### config.mk
export PLATFORM = sky130hd
export DESIGN_NAME = osc_freq_monitor_flat
export DESIGN_NICKNAME = d
export VERILOG_FILES = /design/src/rtl/osc_mon_pkg.sv /design/src/rtl/osc_freq_monitor_if.sv /design/src/rtl/osc_mon_sync_edge.sv /design/src/rtl/osc_freq_monitor.sv /design/src/flat_wrapper.sv
export SDC_FILE = /design/constraint.sdc
export NUM_CORES = 1
export LEC_CHECK = 0
export CORE_MARGIN = 3
export CORE_UTILIZATION = 40
export CTS_CLUSTER_DIAMETER = 40
export CTS_CLUSTER_SIZE = 40
export DETAILED_ROUTE_END_ITERATION = 16
export PLACE_DENSITY = 0.63
export SYNTH_ARGS = -nofsm -noshare
export SYNTH_HDL_FRONTEND = slang
export SYNTH_SLANG_ARGS = --single-unit
### constraint.sdc
create_clock -name CLK -period 2.6 [get_ports CLK]
set_input_delay 0.52 -clock CLK [delete_from_list [all_inputs] [get_ports CLK]]
set_output_delay 0.52 -clock CLK [all_outputs]
set_load 0.02 [all_outputs]
### src/rtl/osc_mon_pkg.sv
// Shared types and constants for the oscillator frequency monitor.
// Holds the FSM state type, default parameters and range-bound helper.
package osc_mon_pkg;

   typedef enum logic [1:0] {
      IDLE,
      ARM,
      GATE,
      EVAL
   } state_t;

   localparam int SYNC_STAGES_D = 2;
   localparam int GATE_CYCLES_D = 50000;
   localparam int EXP_COUNT_D   = 1000;
   localparam int TOL_D         = 10;
   localparam int CNT_W_D       = 16;
   localparam int GATE_W_D      = 16;

   typedef struct packed {
      logic [31:0] lo;
      logic [31:0] hi;
   } bounds_t;

   // Inclusive acceptance window, lower clamped at 0, upper at counter max.
   // A lower bound above the clamped upper bound yields an empty range.
   function automatic bounds_t calc_bounds(
      input int exp_count,
      input int tol,
      input int cnt_w
   );
      longint  max_v;
      longint  lo_v;
      longint  hi_v;
      bounds_t b;
      max_v = (longint'(1) << cnt_w) - 1;
      lo_v  = longint'(exp_count) - longint'(tol);
      hi_v  = longint'(exp_count) + longint'(tol);
      if (lo_v < 0) lo_v = 0;
      if (hi_v > max_v) hi_v = max_v;
      b.lo = 32'(lo_v);
      b.hi = 32'(hi_v);
      return b;
   endfunction

endpackage

### src/rtl/osc_freq_monitor_if.sv
// Control and result bundle of the oscillator frequency monitor.
// master = firmware/bench side, slave = monitor side.
interface osc_freq_monitor_if
   import osc_mon_pkg::*;
#(
   parameter int CNT_W = CNT_W_D
) ();

   logic             ENABLE;
   logic             MON_CLK;
   logic             FAULT_CLR;
   logic [CNT_W-1:0] MEAS_COUNT;
   logic             MEAS_VALID;
   logic             FREQ_OK;
   logic             FREQ_FAULT;
   logic             STUCK;

   modport master (
      output ENABLE, MON_CLK, FAULT_CLR,
      input  MEAS_COUNT, MEAS_VALID, FREQ_OK, FREQ_FAULT, STUCK
   );

   modport slave (
      input  ENABLE, MON_CLK, FAULT_CLR,
      output MEAS_COUNT, MEAS_VALID, FREQ_OK, FREQ_FAULT, STUCK
   );

endinterface

### src/rtl/osc_mon_sync_edge.sv
// Multi-flop synchroniser plus registered rising-edge detector.
// Pulse appears STAGES+1 clocks after the async input rises.
module osc_mon_sync_edge #(
   parameter int STAGES = 2
) (
   input  logic clk,
   input  logic rst,
   input  logic d,
   output logic pulse
);

   logic [STAGES-1:0] sync_q;
   logic              prev_q;

   // Shift the async input in and flag sync=1 with previous=0.
   always_ff @(posedge clk) begin
      if (rst) begin
         sync_q <= '0;
         prev_q <= 1'b0;
         pulse  <= 1'b0;
      end else begin
         sync_q <= {sync_q[STAGES-2:0], d};
         prev_q <= sync_q[STAGES-1];
         pulse  <= sync_q[STAGES-1] & ~prev_q;
      end
   end

endmodule

### src/rtl/osc_freq_monitor.sv
// Counts MON_CLK edges over a fixed gate window and flags off-frequency.
// Define OSC_MON_FILTER_EN to require two consecutive bad windows.
module osc_freq_monitor
   import osc_mon_pkg::*;
#(
   parameter int SYNC_STAGES = SYNC_STAGES_D,
   parameter int GATE_CYCLES = GATE_CYCLES_D,
   parameter int EXP_COUNT   = EXP_COUNT_D,
   parameter int TOL         = TOL_D,
   parameter int CNT_W       = CNT_W_D,
   parameter int GATE_W      = GATE_W_D
) (
   input logic               CLK,
   input logic               RESET,
   osc_freq_monitor_if.slave mon
);

   localparam bounds_t          BND       = calc_bounds(EXP_COUNT, TOL, CNT_W);
   localparam logic [31:0]      LO        = BND.lo;
   localparam logic [31:0]      HI        = BND.hi;
   localparam logic             EMPTY     = (LO > HI);
   localparam logic [31:0]      SPAN      = HI - LO;
   localparam logic [CNT_W-1:0] CNT_MAX   = '1;
   localparam logic [GATE_W-1:0] GATE_LAST = GATE_W'(GATE_CYCLES - 1);

   state_t              state;
   state_t              state_nxt;
   logic                edge_p;
   logic [GATE_W-1:0]   gate_tmr;
   logic [CNT_W-1:0]    cnt;
   logic [CNT_W-1:0]    meas_count;
   logic                meas_valid;
   logic                freq_ok;
   logic                freq_fault;
   logic                stuck;
   logic                is_eval;
   logic                in_range;
   logic                is_zero;
   logic                fault_set;
   logic                stuck_set;

   osc_mon_sync_edge #(
      .STAGES (SYNC_STAGES)
   ) u_sync (
      .clk   (CLK),
      .rst   (RESET),
      .d     (mon.MON_CLK),
      .pulse (edge_p)
   );

   // State register.
   always_ff @(posedge CLK) begin
      if (RESET) state <= IDLE;
      else       state <= state_nxt;
   end

   // Next-state: dropping ENABLE mid-measurement abandons the window.
   always_comb begin
      state_nxt = state;
      unique case (state)
         IDLE: if (mon.ENABLE) state_nxt = ARM;
         ARM:  state_nxt = mon.ENABLE ? GATE : IDLE;
         GATE: begin
            if (!mon.ENABLE)            state_nxt = IDLE;
            else if (gate_tmr == GATE_LAST) state_nxt = EVAL;
         end
         EVAL: state_nxt = mon.ENABLE ? ARM : IDLE;
         default: state_nxt = IDLE;
      endcase
   end

   // Gate timer and saturating edge counter.
   always_ff @(posedge CLK) begin
      if (RESET) begin
         gate_tmr <= '0;
         cnt      <= '0;
      end else if (state == ARM) begin
         gate_tmr <= '0;
         cnt      <= '0;
      end else if (state == GATE) begin
         gate_tmr <= gate_tmr + 1'b1;
         if (edge_p && cnt != CNT_MAX) cnt <= cnt + 1'b1;
      end
   end

   // Unsigned wrap trick: below LO wraps to a huge offset beyond SPAN.
   always_comb begin
      is_eval  = (state == EVAL);
      in_range = !EMPTY && ((32'(cnt) - LO) <= SPAN);
      is_zero  = (cnt == '0);
   end

`ifdef OSC_MON_FILTER_EN
   logic prev_bad;
   logic prev_zero;
   logic abort;

   // Window history; forgotten on abort or explicit fault clear.
   always_comb begin
      abort     = (state == ARM || state == GATE) && !mon.ENABLE;
      fault_set = is_eval && !in_range && prev_bad;
      stuck_set = is_eval && is_zero && prev_zero;
   end

   // Previous-window bad/zero memory for the two-in-a-row filter.
   always_ff @(posedge CLK) begin
      if (RESET) begin
         prev_bad  <= 1'b0;
         prev_zero <= 1'b0;
      end else if (is_eval) begin
         prev_bad  <= !in_range;
         prev_zero <= is_zero;
      end else if (abort || mon.FAULT_CLR) begin
         prev_bad  <= 1'b0;
         prev_zero <= 1'b0;
      end
   end
`else
   // A single bad window is enough to raise the sticky flags.
   always_comb begin
      fault_set = is_eval && !in_range;
      stuck_set = is_eval && is_zero;
   end
`endif

   // Result registers; a flag set in EVAL beats a coincident clear.
   always_ff @(posedge CLK) begin
      if (RESET) begin
         meas_count <= '0;
         meas_valid <= 1'b0;
         freq_ok    <= 1'b0;
         freq_fault <= 1'b0;
         stuck      <= 1'b0;
      end else begin
         meas_valid <= is_eval;
         if (is_eval) begin
            meas_count <= cnt;
            freq_ok    <= in_range;
         end
         freq_fault <= fault_set | (freq_fault & ~mon.FAULT_CLR);
         stuck      <= stuck_set | (stuck & ~mon.FAULT_CLR);
      end
   end

   assign mon.MEAS_COUNT = meas_count;
   assign mon.MEAS_VALID = meas_valid;
   assign mon.FREQ_OK    = freq_ok;
   assign mon.FREQ_FAULT = freq_fault;
   assign mon.STUCK      = stuck;

endmodule

### src/flat_wrapper.sv
// flat-port wrapper written by rule: the top's interface ports become plain ports
module osc_freq_monitor_flat import osc_mon_pkg::*;
#(
   parameter int SYNC_STAGES = SYNC_STAGES_D,
   parameter int GATE_CYCLES = GATE_CYCLES_D,
   parameter int EXP_COUNT   = EXP_COUNT_D,
   parameter int TOL         = TOL_D,
   parameter int CNT_W       = CNT_W_D,
   parameter int GATE_W      = GATE_W_D
)
  (CLK, RESET, mon_ENABLE, mon_MON_CLK, mon_FAULT_CLR, mon_MEAS_COUNT, mon_MEAS_VALID, mon_FREQ_OK, mon_FREQ_FAULT, mon_STUCK);
  osc_freq_monitor_if #(.CNT_W(CNT_W)) mon_i ();
  input logic CLK;
  input logic RESET;
  input wire logic [$bits(mon_i.ENABLE)-1:0] mon_ENABLE;
  input wire logic [$bits(mon_i.MON_CLK)-1:0] mon_MON_CLK;
  input wire logic [$bits(mon_i.FAULT_CLR)-1:0] mon_FAULT_CLR;
  output wire logic [$bits(mon_i.MEAS_COUNT)-1:0] mon_MEAS_COUNT;
  output wire logic [$bits(mon_i.MEAS_VALID)-1:0] mon_MEAS_VALID;
  output wire logic [$bits(mon_i.FREQ_OK)-1:0] mon_FREQ_OK;
  output wire logic [$bits(mon_i.FREQ_FAULT)-1:0] mon_FREQ_FAULT;
  output wire logic [$bits(mon_i.STUCK)-1:0] mon_STUCK;
  assign mon_i.ENABLE = mon_ENABLE;
  assign mon_i.MON_CLK = mon_MON_CLK;
  assign mon_i.FAULT_CLR = mon_FAULT_CLR;
  assign mon_MEAS_COUNT = mon_i.MEAS_COUNT;
  assign mon_MEAS_VALID = mon_i.MEAS_VALID;
  assign mon_FREQ_OK = mon_i.FREQ_OK;
  assign mon_FREQ_FAULT = mon_i.FREQ_FAULT;
  assign mon_STUCK = mon_i.STUCK;
  osc_freq_monitor #(.SYNC_STAGES(SYNC_STAGES), .GATE_CYCLES(GATE_CYCLES), .EXP_COUNT(EXP_COUNT), .TOL(TOL), .CNT_W(CNT_W), .GATE_W(GATE_W)) u_core (.CLK(CLK), .RESET(RESET), .mon(mon_i));
endmodule
==> results of run 1 <==
==> cells in the mapped netlist (3+ instances only) <==
master and count:
xor2_1 11, and4_1 4, buf_2 8, o21ai_0 6, buf_4 4, a211oi_1 4
nor2_1 34, nand4_1 8, nand3_1 12, dfxtp_1 58, inv_1 5, nor2b_1 6
a2111oi_1 4, nand2b_1 5, xnor2_1 21, nor4_1 5, nand2_1 51, ha_1 6
clkbuf_1 11, or3_1 3, a21oi_1 25, nor3_1 5
==> area by class of cell <==
| type | count | area share |
|---|---|---|
| inverter | 5 | 0.00595 |
| tap | 77 | 0.0305 |
| clock buffer | 11 | 0.0416 |
| timing repair buffer | 27 | 0.0833 |
| multi-input combinational | 238 | 0.464 |
| clock inverter | 4 | 0.00634 |
| sequential | 58 | 0.368 |
==> state kept, by name (all words and copies together), names as in the netlist <==
register and count:
u_core.mon.FREQ_FAULT 1, u_core.mon.STUCK 1, u_core.u_sync.pulse 1, u_core.cnt 16, u_core.mon.MEAS_COUNT 16, u_core.state 2
u_core.u_sync.prev_q 1, u_core.gate_tmr 16, u_core.u_sync.sync_q 2, u_core.mon.FREQ_OK 1, u_core.mon.MEAS_VALID 1
==> report_power, final <==
part	leakage, nW	internal (W)	switching, W	total (W)
Clock	0.0827	0.000334	0.000333	0.000667
Sequential	0.468	0.000893	0.00000304	0.000896
Combinational	0.484	0.0000138	0.0000247	0.0000385
Total	1.03	0.00124	0.000361	0.00160
==> per-stage QoR <==
stage	worst slack [ns]	hold WS, ns	utilization
5_1_grt	0.424	0.422	0.486
3_3_place_gp	0.612	0.373	0.463
4_1_cts	0.563	0.382	0.486
3_5_place_dp	0.567	0.373	0.463
2_1_floorplan	0.749	0.367	-
6_report	0.571	0.381	0.486
==> cell families after synthesis <==
kind of cell,Yosys count
simple gates,151
flops,58
compound gates,48
xor+xnor,32
buf+inv,28
fa+ha+maj,6
mux,1
==> per-layer routing <==
layer	GRT usage	wire, um	vias up
met1	0.220	2970	1023
met5	0	0	-
met3	0.0479	254	9
met4	0.0798	88	0
li1	-	-	1144
met2	0.235	2470	49
==> critical path, cell delays in order, from the launching register on <==
cell      delay, ns
dfxtp_1        0.42
ha_1           0.27
a311o_1        0.36
and3_1         0.19
a311o_1        0.32
nor4_2         0.19
a221oi_1       0.12
==> worst paths after layout <==
| check | start | endpoint | slack [ns] | cells after the start |
|---|---|---|---|---|
| hold reg to reg | u_core.u_sync.prev_q$_SDFF_PP0_ | u_core.u_sync.pulse$_SDFF_PP0_ | 0.38 | 1 |
| setup reg to reg | u_core.cnt[1]$_SDFFE_PP0P_ | u_core.mon.FREQ_FAULT$_SDFF_PP0_ | 0.57 | 6 |
| hold / removal | u_core.u_sync.prev_q$_SDFF_PP0_ | u_core.u_sync.pulse$_SDFF_PP0_ | 0.38 | 1 |
| setup / recovery | u_core.cnt[1]$_SDFFE_PP0P_ | u_core.mon.FREQ_FAULT$_SDFF_PP0_ | 0.57 | 6 |
==> results_dict.tcl, run 1 <==
set metrics [dict create \
    outcome "completed" \
    layout.filler_cells 624 \
    dpl.cell_count 405 \
    final_min_period_over_clock_period 0.780 \
    synth.cell_area_mm2 0.00276 \
    tns_ns 0 \
    clk_root_buffer_cell "clkbuf_8" \
    ys_types 46 \
    crit_path_max_fanout 10 \
    max_cap_viol_count 0 \
    finalSetupViolations 0 \
    placementRows 29 \
    tritoncts.num_buffers 9 \
    final_period_minus_worst_setup_slack_ns 2.03 \
    dieWidth_um 89.0 \
    grt_setup_unrepaired "no" \
    critical_path.endpoint_type "flip-flop" \
    detail-route-antenna-nets 0 \
    core_area_mm2 0.00649 \
    initial_core_util 0.424 \
    syn2layout_area_growth_pct 14.5 \
    cts-htree-levels 3 \
    firstDrtPassIters 4 \
    ys_async_sr_fraction 0 \
    grt_remaining_overflow 0 \
    hold_path.class "flip-flop to flip-flop" \
    floorplan.die.height_um 89.0 \
    ios 25 \
    remaining_drc_errors 0 \
    muxShareOfSynthArea 0.00363 \
    grt_pass1_vias 2115 \
    synth-seq-area-share 0.421 \
    post_synth_and_or_nand_nor_area_fraction 0.288 \
    clk_pin_slew_ns 0.06 \
    globalplace.congestion 0.767 \
    post_synth_fa_ha_maj_area_fraction 0.0272 \
    worst_slew_pin_slew_ns 0.661 \
    max_slew_margin 0.559 \
    yosys.area.top_type "dfxtp_1" \
    synth_compound_gate_area_share 0.111 \
    proportion_of_layout_cells_with_a_drive_suffix_above_1 0.0700 \
    multi_input_comb_area_mm2 0.00147 \
    final_hold_viol_count 0 \
    post_syn_area_per_cell_um2 8.51 \
    total_grt_usage 0.162 \
    synth_seq_cells 58 \
    max_clock_freq_mhz 493 \
    detailedPlacementHpwl_um 3950 \
    grt_start_max_net_pins 33 \
    synth_xor_xnor_area_share 0.102 \
    synth_edf_count 0 \
    cts-resized-gates 0 \
    cts_hold_buffers 0 \
    p_per_area_mw_per_mm2 508 \
    yosys_most_used_dff "dfxtp_1" \
    fin_total_pwr_w 0.00160 \
    critical_path.startpoint_type "flip-flop" \
    via_per_inst 5.30 \
    mapped_nets 335 \
    avgRoutedWirePerCell_um 13.8 \
    antennaDiodeCount 0 \
    detailroute.via_count 2225 \
    ir_drop_mv 0.258 \
    postPlaceCellArea_mm2 0.00300 \
    netlist.area_leader.share 0.421 \
    drt_wl_total_um 5790 \
    netlist_top_cells_area "dfxtp_1 (42%), nand2_1 (6.9%), xnor2_1 (6.7%)" \
    finalMaxSlewViolations 0 \
    tritoncts_num_sinks 58 \
    number_of_post_cts_setup_repair_buffers 0 \
    grt_antenna_before_repair 0 \
    drt_first_iter_violations 163 \
    mostFrequentLayoutCell "dfxtp_1" \
    nNetsFinal 350 \
    wire_length_of_the_first_global_routing_pass_um 9890 \
    final-seq-area_mm2 0.00116 \
    power.static_leakage_nw 1.03 \
    critical_path_required_ns 2.78 \
    mostFrequentLayoutCells "dfxtp_1 (58), nand2_1 (51), nor2_1 (34)" \
    cts_tree "yes" \
    yosysWarnings 0 \
    number_of_buffers_added_on_ports 24 \
    arrival_ns 2.20 \
    fin_area_mm2 0.00316 \
    cts_max_path_bufs 2 \
    clkLatencyLatePin_ns 0.33 \
    dieArea_mm2 0.00792 \
    clock_skew_ns 0.00630 \
    stdcell_count 420 \
    syn-instance-count 324 \
    largest_family_of_logic_cells_by_synthesized_area "simple AND/OR/NAND/NOR gates" \
    critical_path_class "flip-flop to flip-flop" \
]
Power figures use the tool's default switching activity.
==> inputs of run 2 (changes only) <==
==> constraint.sdc (replaced) <==
create_clock -name CLK -period 2.1 [get_ports CLK]
set_input_delay 0.42 -clock CLK [delete_from_list [all_inputs] [get_ports CLK]]
set_output_delay 0.42 -clock CLK [all_outputs]
set_load 0.02 [all_outputs]
==> run 2 against run 1 <==
Against the previous run: via count increased by 1.8%; clock power increased by 45%; register-to-register slack got worse by 0.37 ns; largest power group unchanged; setup slack got worse by 0.37 ns; clock skew increased by 0.0028 ns; sequential power increased by 24%; power increased by 33%.
==> results_dict.tcl, run 2 (synthesis results as in run 1) <==
set metrics [dict create \
    outcome "completed" \
    final-seq-area_mm2 0.00116 \
    final_hold_viol_count 0 \
    critical_path_required_ns 2.33 \
    fin_total_pwr_w 0.00213 \
    finalMaxSlewViolations 0 \
    placementRows 29 \
    drt_first_iter_violations 194 \
    flop_to_flop_setup_slack_ns 0.20 \
    worst_slew_pin_slew_ns 0.538 \
    postPlaceCellArea_mm2 0.00308 \
    detailroute.via_count 2266 \
    grt_remaining_overflow 0 \
    max_cap_viol_count 0 \
    min_delay_worst_endpoint "u_core.u_sync.pulse$_SDFF_PP0_" \
    nNetsFinal 359 \
    fin_area_mm2 0.00327 \
    final_min_period_over_clock_period 0.906 \
    finalSetupViolations 0 \
    initial_core_util 0.424 \
    rr_startpoint "u_core.cnt[6]$_SDFFE_PP0P_" \
    tns_ns 0 \
    tritoncts.num_buffers 9 \
    proportion_of_layout_cells_with_a_drive_suffix_above_1 0.0994 \
    firstDrtPassIters 4 \
    number_of_post_cts_setup_repair_buffers 0 \
    power.static_leakage_nw 1.11 \
    syn2layout_area_growth_pct 18.7 \
    grt_start_max_net_pins 33 \
    clk_pin_slew_ns 0.06 \
    cts_hold_buffers 0 \
    dieArea_mm2 0.00792 \
    detailedPlacementHpwl_um 3960 \
    tritoncts_num_sinks 58 \
    mostFrequentLayoutCells "dfxtp_1 (58), nand2_1 (51), nor2_1 (34)" \
    drt_wl_total_um 5710 \
    detail-route-antenna-nets 0 \
    critical_path.endpoint_type "flip-flop" \
    wire_length_of_the_first_global_routing_pass_um 9770 \
    mostFrequentLayoutCell "dfxtp_1" \
    hold_path.class "flip-flop to flip-flop" \
    critical_path.max_stage_delay_ns 0.56 \
    critical_path.startpoint_type "flip-flop" \
    cts_max_path_bufs 2 \
    p_per_area_mw_per_mm2 650 \
    cpLargestDelayFamily "simple AND/OR/NAND/NOR gates" \
    clkLatencyLatePin_ns 0.34 \
    number_of_buffers_added_on_ports 24 \
    crit_path_max_fanout 10 \
    cts-htree-levels 3 \
    final_critical_path_setup_slack_ns 0.198 \
    max_slew_margin 0.641 \
    total_grt_usage 0.162 \
    floorplan.die.height_um 89.0 \
    grt_setup_unrepaired "no" \
    antennaDiodeCount 0 \
    ios 25 \
    arrival_ns 2.13 \
    critical_path_buf_inv_count 0 \
    max_clock_freq_mhz 526 \
    timing.critical_path.cells "and4b_1 -> or3b_4 -> nor4_2 -> xnor2_1 -> nor2_1" \
    clk_root_buffer_cell "clkbuf_8" \
    hold_depth 1 \
    critical_path_class "flip-flop to flip-flop" \
    via_per_inst 5.28 \
    final_period_minus_worst_setup_slack_ns 1.90 \
    clock_skew_ns 0.00913 \
    remaining_drc_errors 0 \
    multi_input_comb_area_mm2 0.00147 \
    grt_pass1_vias 2074 \
    crit_slowest_cell "dfxtp_1" \
    layout.filler_cells 624 \
    core_area_mm2 0.00649 \
    grt_antenna_before_repair 0 \
    min-delay-start "u_core.u_sync.prev_q$_SDFF_PP0_" \
    ff2ff_path_depth 5 \
    globalplace.congestion 0.822 \
    avgRoutedWirePerCell_um 13.3 \
    final_core_utilization 0.504 \
    cts_tree "yes" \
    cts-resized-gates 0 \
    dieWidth_um 89.0 \
    preCtsSetupSlack_ns 0.206 \
    ir_drop_mv 0.493 \
    reg2reg_to "u_core.cnt[14]$_SDFFE_PP0P_" \
    timing.critical_path.from "u_core.cnt[6]$_SDFFE_PP0P_" \
]
run 2: cell type report:
cell class                 count  area share
inverter                       5     0.00573
multi-input combinational    238       0.448
clock buffer                  13      0.0547
tap                           77      0.0294
clock inverter                 2     0.00306
sequential                    58       0.355
timing repair buffer          36       0.105
run 2: power breakdown:
part	switching [W]	internal (W)	total [W]
clock	0.000420	0.000546	0.000967
combinational	0.0000316	0.0000210	0.0000525
sequential	0.00000361	0.00111	0.00111
run 2: worst max path at each step:
stage                                       endpoint  slack (ns)  depth (start not counted)
floorplan           u_core.mon.FREQ_FAULT$_SDFF_PP0_        0.25                          6
global placement         u_core.cnt[12]$_SDFFE_PP0P_        0.23                          5
detailed placement       u_core.cnt[14]$_SDFFE_PP0P_        0.21                          5
CTS                      u_core.cnt[14]$_SDFFE_PP0P_        0.20                          5
global route             u_core.cnt[14]$_SDFFE_PP0P_        0.04                          5
finish                   u_core.cnt[14]$_SDFFE_PP0P_        0.20                          5
run 2: per-stage QoR:
| step | hold slack (ns) | std cells |
|---|---|---|
| after CTS | 0.383 | 429 |
| final | 0.379 | 429 |
| after detailed placement | 0.374 | 414 |
| after global routing | 0.388 | 429 |
| after floorplan | 0.367 | 324 |
| after global placement | 0.371 | 414 |
run 2: routing by layer:
layer,vias up,part of all wire,track usage
met1,1038,0.51,0.228
met5,-,0,0
met2,48,0.41,0.226
met4,0,0.024,0.0907
li1,1168,-,-
met3,12,0.049,0.0369
